<file path="src/rtl/coin_feeder.sv">
// Coin feeder: buys order_cnt drinks from a vending machine, one coin per cycle,
// choosing a coin plan per drink from the wallet captured at start.
module coin_feeder #(
  parameter int SELL_TIMEOUT = 4,
  parameter int CNT_W        = 5
) (
  input  logic             clk,
  input  logic             rst,
  input  logic             start,
  input  logic [3:0]       order_cnt,
  input  logic [CNT_W-1:0] n_half,
  input  logic [CNT_W-1:0] n_one,
  input  logic             abort,
  input  logic             sell,
  input  logic [1:0]       change,
  output logic [1:0]       coin,
  output logic             busy,
  output logic             done,
  output logic             err,
  output logic [3:0]       drinks_got,
  output logic [CNT_W-1:0] half_left,
  output logic [CNT_W-1:0] one_left
);

  localparam int TMR_W = (SELL_TIMEOUT < 2) ? 1 : $clog2(SELL_TIMEOUT);

  localparam logic [1:0] COIN_NONE = 2'b00;
  localparam logic [1:0] COIN_HALF = 2'b01;
  localparam logic [1:0] COIN_ONE  = 2'b10;

  typedef enum logic [2:0] {
    IDLE,
    PLAN,
    INSERT,
    GAP,
    WAIT_SELL,
    FINISH
  } state_t;

  typedef enum logic [1:0] {
    PLAN_MIX,
    PLAN_ONES,
    PLAN_HALVES
  } plan_t;

  state_t           state_q, state_d;
  plan_t            plan_q, plan_d;
  logic [1:0]       idx_q, idx_d;
  logic [TMR_W-1:0] tmr_q, tmr_d;
  logic [3:0]       order_q, order_d;
  logic [3:0]       drinks_got_q, drinks_got_d;
  logic [CNT_W-1:0] half_left_q, half_left_d;
  logic [CNT_W-1:0] one_left_q, one_left_d;
  logic [1:0]       coin_q, coin_d;
  logic             busy_q, busy_d;
  logic             done_q, done_d;
  logic             err_q, err_d;
  logic             fail;

  function automatic logic [1:0] plan_coin(plan_t p, logic [1:0] i);
    case (p)
      PLAN_MIX:  return (i == 2'd0) ? COIN_ONE : COIN_HALF;
      PLAN_ONES: return COIN_ONE;
      default:   return COIN_HALF;
    endcase
  endfunction

  function automatic logic plan_last(plan_t p, logic [1:0] i);
    return (p == PLAN_HALVES) ? (i == 2'd2) : (i == 2'd1);
  endfunction

  always_comb begin
    state_d      = state_q;
    plan_d       = plan_q;
    idx_d        = idx_q;
    tmr_d        = tmr_q;
    order_d      = order_q;
    drinks_got_d = drinks_got_q;
    half_left_d  = half_left_q;
    one_left_d   = one_left_q;
    coin_d       = COIN_NONE;
    done_d       = 1'b0;
    err_d        = 1'b0;
    fail         = 1'b0;

    case (state_q)
      IDLE: begin
        if (start) begin
          order_d      = order_cnt;
          half_left_d  = n_half;
          one_left_d   = n_one;
          drinks_got_d = 4'd0;
          state_d      = PLAN;
        end
      end
      PLAN: begin
        idx_d = 2'd0;
        if (sell) begin
          fail = 1'b1;
        end else if (abort || (drinks_got_q == order_q)) begin
          state_d = FINISH;
          done_d  = 1'b1;
        end else if ((one_left_q != '0) && (half_left_q != '0)) begin
          plan_d  = PLAN_MIX;
          state_d = INSERT;
        end else if (one_left_q >= CNT_W'(2)) begin
          plan_d  = PLAN_ONES;
          state_d = INSERT;
        end else if (half_left_q >= CNT_W'(3)) begin
          plan_d  = PLAN_HALVES;
          state_d = INSERT;
        end else begin
          fail = 1'b1;
        end
      end
      INSERT: begin
        if (sell) begin
          fail = 1'b1;
        end else if (plan_last(plan_q, idx_q)) begin
          state_d = WAIT_SELL;
          tmr_d   = '0;
        end else begin
          state_d = GAP;
        end
      end
      GAP: begin
        if (sell) begin
          fail = 1'b1;
        end else begin
          idx_d   = idx_q + 2'd1;
          state_d = INSERT;
        end
      end
      WAIT_SELL: begin
        if (sell) begin
          drinks_got_d = drinks_got_q + 4'd1;
          if ((change == COIN_HALF) && (half_left_q != '1)) begin
            half_left_d = half_left_q + CNT_W'(1);
          end
          state_d = PLAN;
        end else if (tmr_q == TMR_W'(SELL_TIMEOUT - 1)) begin
          fail = 1'b1;
        end else begin
          tmr_d = tmr_q + TMR_W'(1);
        end
      end
      FINISH: begin
        state_d = IDLE;
      end
      default: begin
        state_d = IDLE;
      end
    endcase

    if (fail) begin
      state_d = FINISH;
      err_d   = 1'b1;
    end

    // The coin and its wallet decrement appear in the same cycle the FSM sits in INSERT.
    if (state_d == INSERT) begin
      coin_d = plan_coin(plan_d, idx_d);
      if (coin_d == COIN_HALF) begin
        half_left_d = half_left_q - CNT_W'(1);
      end else begin
        one_left_d = one_left_q - CNT_W'(1);
      end
    end

    busy_d = (state_d != IDLE);
  end

  always_ff @(posedge clk or posedge rst) begin
    if (rst) begin
      state_q      <= IDLE;
      plan_q       <= PLAN_MIX;
      idx_q        <= 2'd0;
      tmr_q        <= '0;
      order_q      <= 4'd0;
      drinks_got_q <= 4'd0;
      half_left_q  <= '0;
      one_left_q   <= '0;
      coin_q       <= COIN_NONE;
      busy_q       <= 1'b0;
      done_q       <= 1'b0;
      err_q        <= 1'b0;
    end else begin
      state_q      <= state_d;
      plan_q       <= plan_d;
      idx_q        <= idx_d;
      tmr_q        <= tmr_d;
      order_q      <= order_d;
      drinks_got_q <= drinks_got_d;
      half_left_q  <= half_left_d;
      one_left_q   <= one_left_d;
      coin_q       <= coin_d;
      busy_q       <= busy_d;
      done_q       <= done_d;
      err_q        <= err_d;
    end
  end

  assign coin       = coin_q;
  assign busy       = busy_q;
  assign done       = done_q;
  assign err        = err_q;
  assign drinks_got = drinks_got_q;
  assign half_left  = half_left_q;
  assign one_left   = one_left_q;

endmodule

</file>
<file path="config.mk">
export PLATFORM = sky130hd
export DESIGN_NAME = coin_feeder
export DESIGN_NICKNAME = d
export VERILOG_FILES = /design/src/rtl/coin_feeder.sv
export SDC_FILE = /design/constraint.sdc
export NUM_CORES = 1
export LEC_CHECK = 0
export CORE_MARGIN = 10
export CORE_UTILIZATION = 40
export CTS_BUF_LIST = sky130_fd_sc_hd__clkbuf_4 sky130_fd_sc_hd__clkbuf_8
export DETAILED_ROUTE_END_ITERATION = 6
export PLACE_DENSITY = 0.72
export SYNTH_ARGS = -nofsm -noshare
export SYNTH_HDL_FRONTEND = slang
export SYNTH_SLANG_ARGS = --single-unit
</file>
<file path="constraint.sdc">
create_clock -name clk -period 5.75 [get_ports clk]
set_input_delay 0.575 -clock clk [delete_from_list [all_inputs] [get_ports clk]]
set_output_delay 0.575 -clock clk [all_outputs]
set_load 0.005 [all_outputs]
</file>
After elaboration in Yosys (flattened, before gate mapping)
Index checks and enable logic that the tools add are counted.

word-level totals
  register bits = 32
  bits in latches = 0
  bits in writable memories = 0
  ROM bits = 0
  output and inout bits = 19
  logic and storage cells = 111
  memories kept = 0

operators by class
  $add $sub $neg = 6
  multipliers = 0
  divide/modulo/power cells = 0
  magnitude comparators = 2
  eq/ne operators = 20
  shift-type cells = 0
  multiplexer cells = 56
  bitwise operators = 0
  reductions and logical operators = 15

operator list
  kind                                                 number
  2-to-1 mux 5 bit                                     9
  2-to-1 mux 3 bit                                     11
  2-to-1 mux 2 bit                                     14
  case mux 3 bit (5 select lines)                      1
  2-to-1 mux 1 bit                                     13
  != test 2 bit, second input constant                 6
  case mux 2 bit (2 select lines)                      3
  >= comparator 5 x 2 -> 1 bit, second input constant  2
  case mux 5 bit (2 select lines)                      1
  nonzero test 5 bit                                   2
  subtractor 5 x 1 -> 5 bit, second input constant     2
  == test 3 x 2 -> 1 bit, second input constant        3
  == test 2 x 1 -> 1 bit, second input constant        4
  2-to-1 mux 4 bit                                     2
  case mux 4 bit (2 select lines)                      1
  == test 2 bit, second input constant                 3
  adder 5 x 1 -> 5 bit, second input constant          1
  != test 5 bit, second input constant                 1
  AND reduction 5 bit                                  1
  adder 2 x 1 -> 2 bit, second input constant          2
  adder 4 x 1 -> 4 bit, second input constant          1
  == test 4 bit                                        1
  zero test 2 bit                                      2
  nonzero test 2 bit                                   2
  10 further kinds                                     11

Logic depth before layout (Yosys ltp)
Gate-level depths: netlist of the first run.

  word-level depth = 13
  mapped depth = 10
  mapped depth without buffers = 9

Worst setup path after synthesis of the first run
Ideal clock, no wire load.

  path type = flip-flop to flip-flop
  from = register half_left_q[0] (netlist: half_left[0])
  to = register half_left_q[0] (netlist: half_left[0])
  arrival = 2.032 ns
  data required time = 5.625 ns
  path slack = 3.593 ns
  cell stages (with the launch flop) = 10
  buffers on the path = 1
  clock period less this slack = 2.157 ns
  cell sequence = dfrtp_1 -> inv_1 -> ha_1 -> nor4b_4 -> o211ai_1 -> o211ai_1 -> a21oi_2 -> and3_1 -> buf_6 -> mux2_4

RTL lines
  item                                                                                RTL line  source
  from (decl)                                                                         52        logic [CNT_W-1:0] half_left_q, half_left_d;
  from (signal assigned)                                                              194       half_left_q <= half_left_d;
  >= comparator 5 x 2 -> 1 bit                                                        109       end else if (half_left_q >= CNT_W'(3)) begin
  2-to-1 mux 3 bit or 2-to-1 mux 1 bit (tied branches)                                109
  2-to-1 mux 3 bit or 2-to-1 mux 1 bit (tied branches)                                106       end else if (one_left_q >= CNT_W'(2)) begin
  2-to-1 mux 3 bit or 2-to-1 mux 1 bit (tied branches)                                103       end else if ((one_left_q != '0) && (half_left_q != '0)) begin
  2-to-1 mux 3 bit or 2-to-1 mux 1 bit (tied branches)                                100       end else if (abort || (drinks_got_q == order_q)) begin
  2-to-1 mux 3 bit or 2-to-1 mux 1 bit (tied branches)                                98        if (sell) begin
  case mux 3 bit (5 select lines) or case mux 1 bit (3 select lines) (tied branches)  86        case (state_q)
  2-to-1 mux 3 bit *                                                                  155       if (fail) begin
  net state_d[1]                                                                      46        state_t state_q, state_d;
  == test 3 x 2 -> 1 bit *                                                            161       if (state_d == INSERT) begin
  2-to-1 mux 5 bit *                                                                  161
  net half_left_d[0]                                                                  52

The timed path passes the listed nets; every way through them passes the cells marked *. The select of a mux whose other input is x is not followed.
A chain may end at the register's enable or synchronous reset.

Worst setup path in the final report of the first run
  from = input sell
  to = register half_left_q[0] (netlist: half_left[0])

RTL lines
  item                                                                                RTL line  source
  from (decl)                                                                         14        input logic sell,
  2-to-1 mux 3 bit, or another cell as far along                                      135       if (sell) begin
  case mux 3 bit (5 select lines) or case mux 1 bit (3 select lines) (tied branches)  86
  2-to-1 mux 3 bit *                                                                  155
  net state_d[1]                                                                      46
  == test 3 x 2 -> 1 bit *                                                            161
  2-to-1 mux 5 bit *                                                                  161
  net half_left_d[0]                                                                  52

Marks and branches as above.

==> impl_metrics.py, run 1 <==
metrics = {
    "synthesis": {
        "netlist_area_um2": 2100,
        "ys_seq_elements": 32,
        "synth.area.top_cells": "dfrtp_1 38%, ha_1 5.4%, mux2i_1 3.8%",
        "synth_area_per_cell_um2": 9.38,
        "async_reset_ff_share_pct": 100,
        "synth_edf_count": 0,
        "syn-num-nets": 254,
        "synth_cell_types": 50,
        "yosys_warnings": 0,
        "ys.flop_type": "dfrtp_1",
        "syn_inst": 224,
        "yosysSeqAreaShare_pct": 38.1,
        "synth_top_area_share_pct": 38.1,
        "yosys.area.top_type": "dfrtp_1",
    },
    "setup_path": {
        "critical_path_class": "input pin to register",
        "reg2reg_from": "half_left[0]",
        "path_cells": "clkdlybuf4s50_1 -> inv_1 -> nand4_1 -> o21ai_0 -> a21oi_2 -> and3_1 -> mux2_4",
        "crit_path_start_kind": "input pin",
        "crit_fanout": 14,
        "r2r_slack_ns": 3.10,
        "cp-end-kind": "register",
        "crit_buf_inv": 2,
        "r2r-end": "half_left[0]",
        "slowest_delay_ns": 0.81,
        "cp_top_family": "buffers and inverters",
        "cp_num_cells": 7,
        "crit_slowest_cell": "clkdlybuf4s50_1",
        "rr_worst_depth": 8,
        "crit_required_ns": 5.92,
        "cp.arrival_ns": 2.87,
    },
    "cells_and_area": {
        "fin_area_um2": 2600,
        "area_growth_pct": 23.6,
        "final_util_pct": 50.8,
        "multi_input_area_um2": 1160,
        "final-seq-area_um2": 801,
        "num_antenna_cells": 0,
        "nets": 288,
        "fill_cells": 506,
        "drive_above_1_share_pct": 10.4,
    },
    "sta": {
        "slew_headroom_pct": 37.6,
        "period_share_pct": 47.0,
        "setup_violations": 0,
        "rsz0062_at_grt": "no",
        "tns_ns": 0,
        "hold_violations": 0,
        "fin_skew_ns": 0.00275,
        "layout_min_cycle_time_ns": 2.70,
        "slew_violations": 0,
        "hold-worst-slack_ns": 0.494,
        "worst_slew_pin_slew_ns": 0.932,
        "timing.fmax_mhz": 370,
    },
    "placed_design": {
        "io_buffers": 39,
        "dpl_cell_area_um2": 2500,
        "routabilityCongestion": 0.866,
        "hpwl_mm": 3.73,
    },
    "power_and_ir_drop": {
        "irDropWorstVdd_mv": 0.231,
        "p_seq_share_pct": 34.8,
        "clkPwrFrac_pct": 13.9,
        "comb_power_share_pct": 51.3,
        "power_switching_uw": 582,
        "p_per_area_nw_per_um2": 527,
        "p_int_uw": 786,
        "power.leakage_nw": 1.06,
        "swShare_pct": 42.5,
    },
    "min_path": {
        "hp-start": "tmr_q[1]",
        "hold_depth": 2,
        "hold_path_class": "register to register",
        "hold_end": "tmr_q[1]",
    },
    "routing": {
        "via_per_inst": 5.47,
        "drcViolationCount": 0,
        "antenna_left": 0,
        "drt-pass1-iter-count": 4,
        "dr_total_vias": 1799,
        "drtIter0Drc": 139,
        "wl_per_cell_um": 15.7,
        "wl_mm": 5.16,
    },
    "flow_run": {
        "maxCapViolCount": 0,
    },
    "floorplanning": {
        "ios": 40,
        "die_w_um": 92.5,
        "fp-row-count": 26,
        "die_area_um2": 8550,
        "core_um2": 5110,
        "dieHeight_um": 92.5,
        "initial_utilization_pct": 41.1,
    },
    "clocking": {
        "cts_buffers": 5,
        "clk_latency_ns": 0.28,
        "cts-root-buf": "clkbuf_8",
        "path_clk_slew_ns": 0.07,
        "cts_setup_buffers": 0,
        "ctsHoldBuffers": 0,
        "cts_buffer_depth": 2,
        "htree_levels": 2,
        "ctsResizeCount": 0,
        "cts.sinks": 32,
        "cts_tree": "yes",
    },
    "outcome": {
        "status": "finished clean",
    },
    "global_routing": {
        "grtUsageTotal_pct": 12.2,
        "overflow": 0,
        "grt_max_degree": 33,
        "grt_pass1_wl_mm": 8.67,
        "grt_pass1_vias": 1782,
        "antenna_found_initial": 0,
    },
}
==> per-layer routing <==
metal	track usage (%)	up-vias	share of wire, %
met4	5.01	0	1.2
met1	15.4	869	45
li1	-	879	-
met3	3.55	5	6.4
met2	19.1	46	48
met5	0	-	0
==> worst reg2reg max path: stages (launching register included) <==
cell	delay (ns)
dfrtp_1	0.50
inv_1	0.16
ha_1	0.23
nor4b_4	0.14
o211ai_1	0.35
o21ai_1	0.13
a21oi_2	0.26
and3_1	0.44
mux2_4	0.33
==> metrics by stage <==
stage                     power [mW]  worst slack (ns)  cells
after detailed placement        1.18              2.79    321
after global routing            1.49              2.85    329
after floorplan                0.960              3.59    224
after global placement          1.16              2.81    321
after CTS                       1.37              3.08    329
final                           1.37              3.05    329
==> cell type report <==
cell class,instances,share of cell area (%)
Clock buffer,8,3.76
Inverter,13,1.88
Multi-Input combinational cell,166,44.8
Sequential cell,32,30.8
Tap cell,70,3.37
Timing Repair Buffer,40,15.3
==> power groups by stage <==
stage	registers [mW]	logic, mW	clock network [mW]
2_1_floorplan	0.421	0.539	0
3_3_place_gp	0.475	0.685	0
3_5_place_dp	0.479	0.701	0
4_1_cts	0.476	0.704	0.192
5_1_grt	0.500	0.787	0.203
6_report	0.476	0.701	0.191
==> how the worst max path moves through the flow <==
stage	startpoint	to	slack [ns]
floorplan	half_left[0]	half_left[0]	3.59
global placement	sell	half_left[0]	2.81
detailed placement	sell	half_left[0]	2.79
CTS	sell	half_left[0]	3.08
global route	sell	one_left[0]	2.85
finish	sell	half_left[0]	3.05
==> cell usage in the layout, fill, tap and decap left out, types with 3 or more instances in the layout <==
cell type / n
nor3_1: 10
mux2_2: 6
o211ai_1: 4
o22ai_1: 3
a21oi_2: 3
ha_1: 9
dfrtp_1: 32
nand2_1: 17
a22o_1: 3
nand3_1: 6
o21ai_1: 4
o21ai_0: 16
nand4_1: 4
clkbuf_8: 6
a31oi_1: 4
nor2_1: 11
and3_1: 3
mux2i_1: 8
clkdlybuf4s50_1: 39
a21oi_1: 14
xnor2_1: 8
inv_1: 13
==> flip-flops by register name (all words and copies together) (netlist names), 3 cells and up <==
| signal | count |
|---|---|
| half_left | 5 |
| one_left | 5 |
| drinks_got | 4 |
| order_q | 4 |
| state_q | 3 |
==> synth_stat cells (4+ instances only) <==
cell and count:
inv_1 13, ha_1 9, nand3_1 6, buf_2 4, nand4_1 4, o21ai_1 4, clkbuf_1 4, nor3_1 10
mux2_2 6, a31oi_1 4, xnor2_1 8, o21ai_0 16, dfrtp_1 32, buf_6 4, nor2_1 11, o211ai_1 4
a21oi_1 14, nand2_1 17, mux2i_1 8
==> logic make-up (layout without fill, tap and decap cells) <==
kind of cell | after synthesis | in the layout | share of synthesized area, %
muxes | 15 | 15 | 7.74
DFF | 32 | 32 | 38.1
buffers and inverters | 26 | 61 | 6.49
adders and majority gates | 9 | 9 | 5.36
and+or+nand+nor | 65 | 65 | 17.5
AOI/OAI and AO/OA | 67 | 67 | 20.6
xor gates and xnor gates | 10 | 10 | 4.17
Power figures use the tool's default switching activity.
==> run 2, diff against run 1 <==
clock period = 2.5 ns   (was 5.75 ns; I/O delays follow)
==> run 2 against run 1 <==
  * Core utilization rose by 1.4 points
  * Combinational power rose by 140%
  * Die area did not move
  * Register-to-register slack got worse by 2.9 ns
  * Critical path type is now register to register
  * Largest cell class unchanged
  * Largest power group unchanged
  * Highest routed layer unchanged
==> impl_metrics.py, run 2 (synthesis gave the netlist of run 1 again) <==
metrics = {
    "sta": {
        "slew_headroom_pct": 67.8,
        "hold-worst-slack_ns": 0.347,
        "slew_violations": 0,
        "timing.fmax_mhz": 439,
        "tns_ns": 0,
        "hold_violations": 0,
        "period_share_pct": 91.0,
        "setup_violations": 0,
        "layout_min_cycle_time_ns": 2.28,
        "worst_slew_pin_slew_ns": 0.476,
        "fin_skew_ns": 0.00685,
    },
    "clocking": {
        "cts.sinks": 32,
        "htree_levels": 2,
        "cts_buffer_depth": 2,
        "clk_latency_ns": 0.29,
        "path_clk_slew_ns": 0.07,
        "cts-root-buf": "clkbuf_8",
        "ctsHoldBuffers": 0,
        "cts_buffers": 5,
        "cts_tree": "yes",
    },
    "outcome": {
        "status": "finished clean",
    },
    "placed_design": {
        "dp.cells": 329,
        "hpwl_mm": 3.77,
        "io_buffers": 39,
        "routabilityCongestion": 0.834,
    },
    "cells_and_area": {
        "drive_above_1_share_pct": 14.2,
        "num_antenna_cells": 0,
        "nets": 297,
        "fill_cells": 468,
        "area_growth_pct": 26.9,
        "final_cell_mix": "39 x clkdlybuf4s50_1, 31 x dfrtp_1, 17 x nand2_1, 16 x o21ai_0, 14 x a21oi_1",
        "layout_commonest_cell": "clkdlybuf4s50_1",
        "fin_cells": 338,
    },
    "power_and_ir_drop": {
        "p_seq_share_pct": 33.2,
        "p_per_area_nw_per_um2": 1200,
        "clkPwrFrac_pct": 13.7,
        "power.leakage_nw": 1.11,
        "comb_power_share_pct": 53.1,
        "irDropWorstVdd_mv": 0.652,
        "p_int_mw": 1.86,
        "power_switching_mw": 1.34,
        "swShare_pct": 41.9,
    },
    "routing": {
        "dr_total_vias": 1857,
        "wl_mm": 5.18,
        "via_per_inst": 5.49,
        "wl_per_cell_um": 15.3,
        "drcViolationCount": 0,
        "drtIter0Drc": 124,
        "antenna_left": 0,
        "drt-pass1-iter-count": 4,
    },
    "setup_path": {
        "cpMostUsedCell": "buf_4",
        "crit_required_ns": 2.71,
        "slowest_delay_ns": 0.45,
        "crit_slowest_cell": "dfrtp_1",
        "critical_path_class": "register to register",
        "cp-end-kind": "register",
        "cp.arrival_ns": 2.49,
        "crit_fanout": 7,
        "path_cells": "inv_1 -> ha_1 -> nor4b_4 -> o211ai_1 -> buf_4 -> a21o_2 -> o21ai_1 -> and3_1 -> buf_4 -> mux2i_1",
        "crit_path_start_kind": "register",
    },
    "floorplanning": {
        "dieHeight_um": 92.5,
        "die_area_um2": 8550,
        "fp-row-count": 26,
        "core_um2": 5110,
        "initial_utilization_pct": 41.1,
        "ios": 40,
        "die_w_um": 92.5,
    },
    "min_path": {
        "hold_path_class": "input pin to async pin",
    },
    "global_routing": {
        "overflow": 0,
        "grt_max_degree": 33,
        "grt_pass1_wl_mm": 9.12,
        "antenna_found_initial": 0,
        "grtUsageTotal_pct": 12.9,
        "grt_pass1_vias": 1901,
    },
    "flow_run": {
        "maxCapViolCount": 0,
    },
}
[run 2: cell types whose count changed in the layout (fill, tap and decap cells not counted)]
cell / before / now
o2111a_1: 1 / 0
buf_4: 1 / 10
dfrtp_2: 0 / 1
dfrtp_1: 32 / 31
o2111a_2: 0 / 1
[run 2: what timing repair did]
| item | CTS | global route |
|---|---|---|
| gates resized for setup | 0 | 2 |
| setup endpoints to repair | 0 | 6 |
| setup buffers | 0 | 1 |
[run 2: through the flow]
stage / utilization [%] / setup slack [ns] / cell area [um^2] / total power [mW]
5_1_grt: 52.2 / -0.00455 / 2670 / 3.50
4_1_cts: 52.0 / 0.158 / 2660 / 3.23
3_3_place_gp: 50.1 / 0.161 / 2560 / 2.73
3_5_place_dp: 50.1 / 0.154 / 2560 / 2.77
6_report: 52.2 / 0.224 / 2670 / 3.21
2_1_floorplan: - / 0.343 / 2100 / 2.21
[run 2: power groups by stage]
stage	clock, mW	combinational [mW]	sequential [mW]
4_1_cts	0.455	1.71	1.06
5_1_grt	0.474	1.92	1.11
3_5_place_dp	0	1.71	1.06
6_report	0.439	1.70	1.06
2_1_floorplan	0	1.24	0.969
3_3_place_gp	0	1.67	1.06
[run 2: path summary, 6_finish.rpt]
check                        startpoint       endpoint  slack, ns  cells after the start
max                        half_left[1]   half_left[2]       0.22                     10
min in group clk               tmr_q[1]       tmr_q[1]       0.50                      2
min                                 rst  drinks_got[1]       0.35                      3
max reg2reg                half_left[1]   half_left[2]       0.22                     10
max in group asynchronous           rst   half_left[0]       1.83                      3
min reg2reg                    tmr_q[1]       tmr_q[1]       0.50                      2
[run 2: cell type report]
class	count	area (um^2)	area share, %
multi-input combinational	166	1160	43.7
sequential	32	802	30.1
timing repair buffer	49	465	17.5
clock buffer	8	97.6	3.66
tap	70	87.6	3.28
inverter	13	48.8	1.83
[run 2: critical path: cells and delay by family (launching register included)]
family | cells | cell delay, ns
buffers and inverters | 3 | 0.51
AO/OA/AOI/OAI | 3 | 0.46
flip-flops | 1 | 0.45
AND/OR/NAND/NOR | 2 | 0.43
multiplexers | 1 | 0.19
adder cells (fa/ha/maj) | 1 | 0.16
[run 2: layer usage]
layer	share of wire [%]	up-vias	GRT usage, %
met1	44	901	15.6
met3	6.5	4	4.52
li1	-	901	-
met2	48	51	20.6
met5	0	-	0
met4	1.4	0	5.01
==> run 3, diff against run 2 <==
CTS_CLUSTER_SIZE = 12   (was unset)
==> results of run 3 <==
No change in the layout: final DEF, timing and power equal those of run 2.
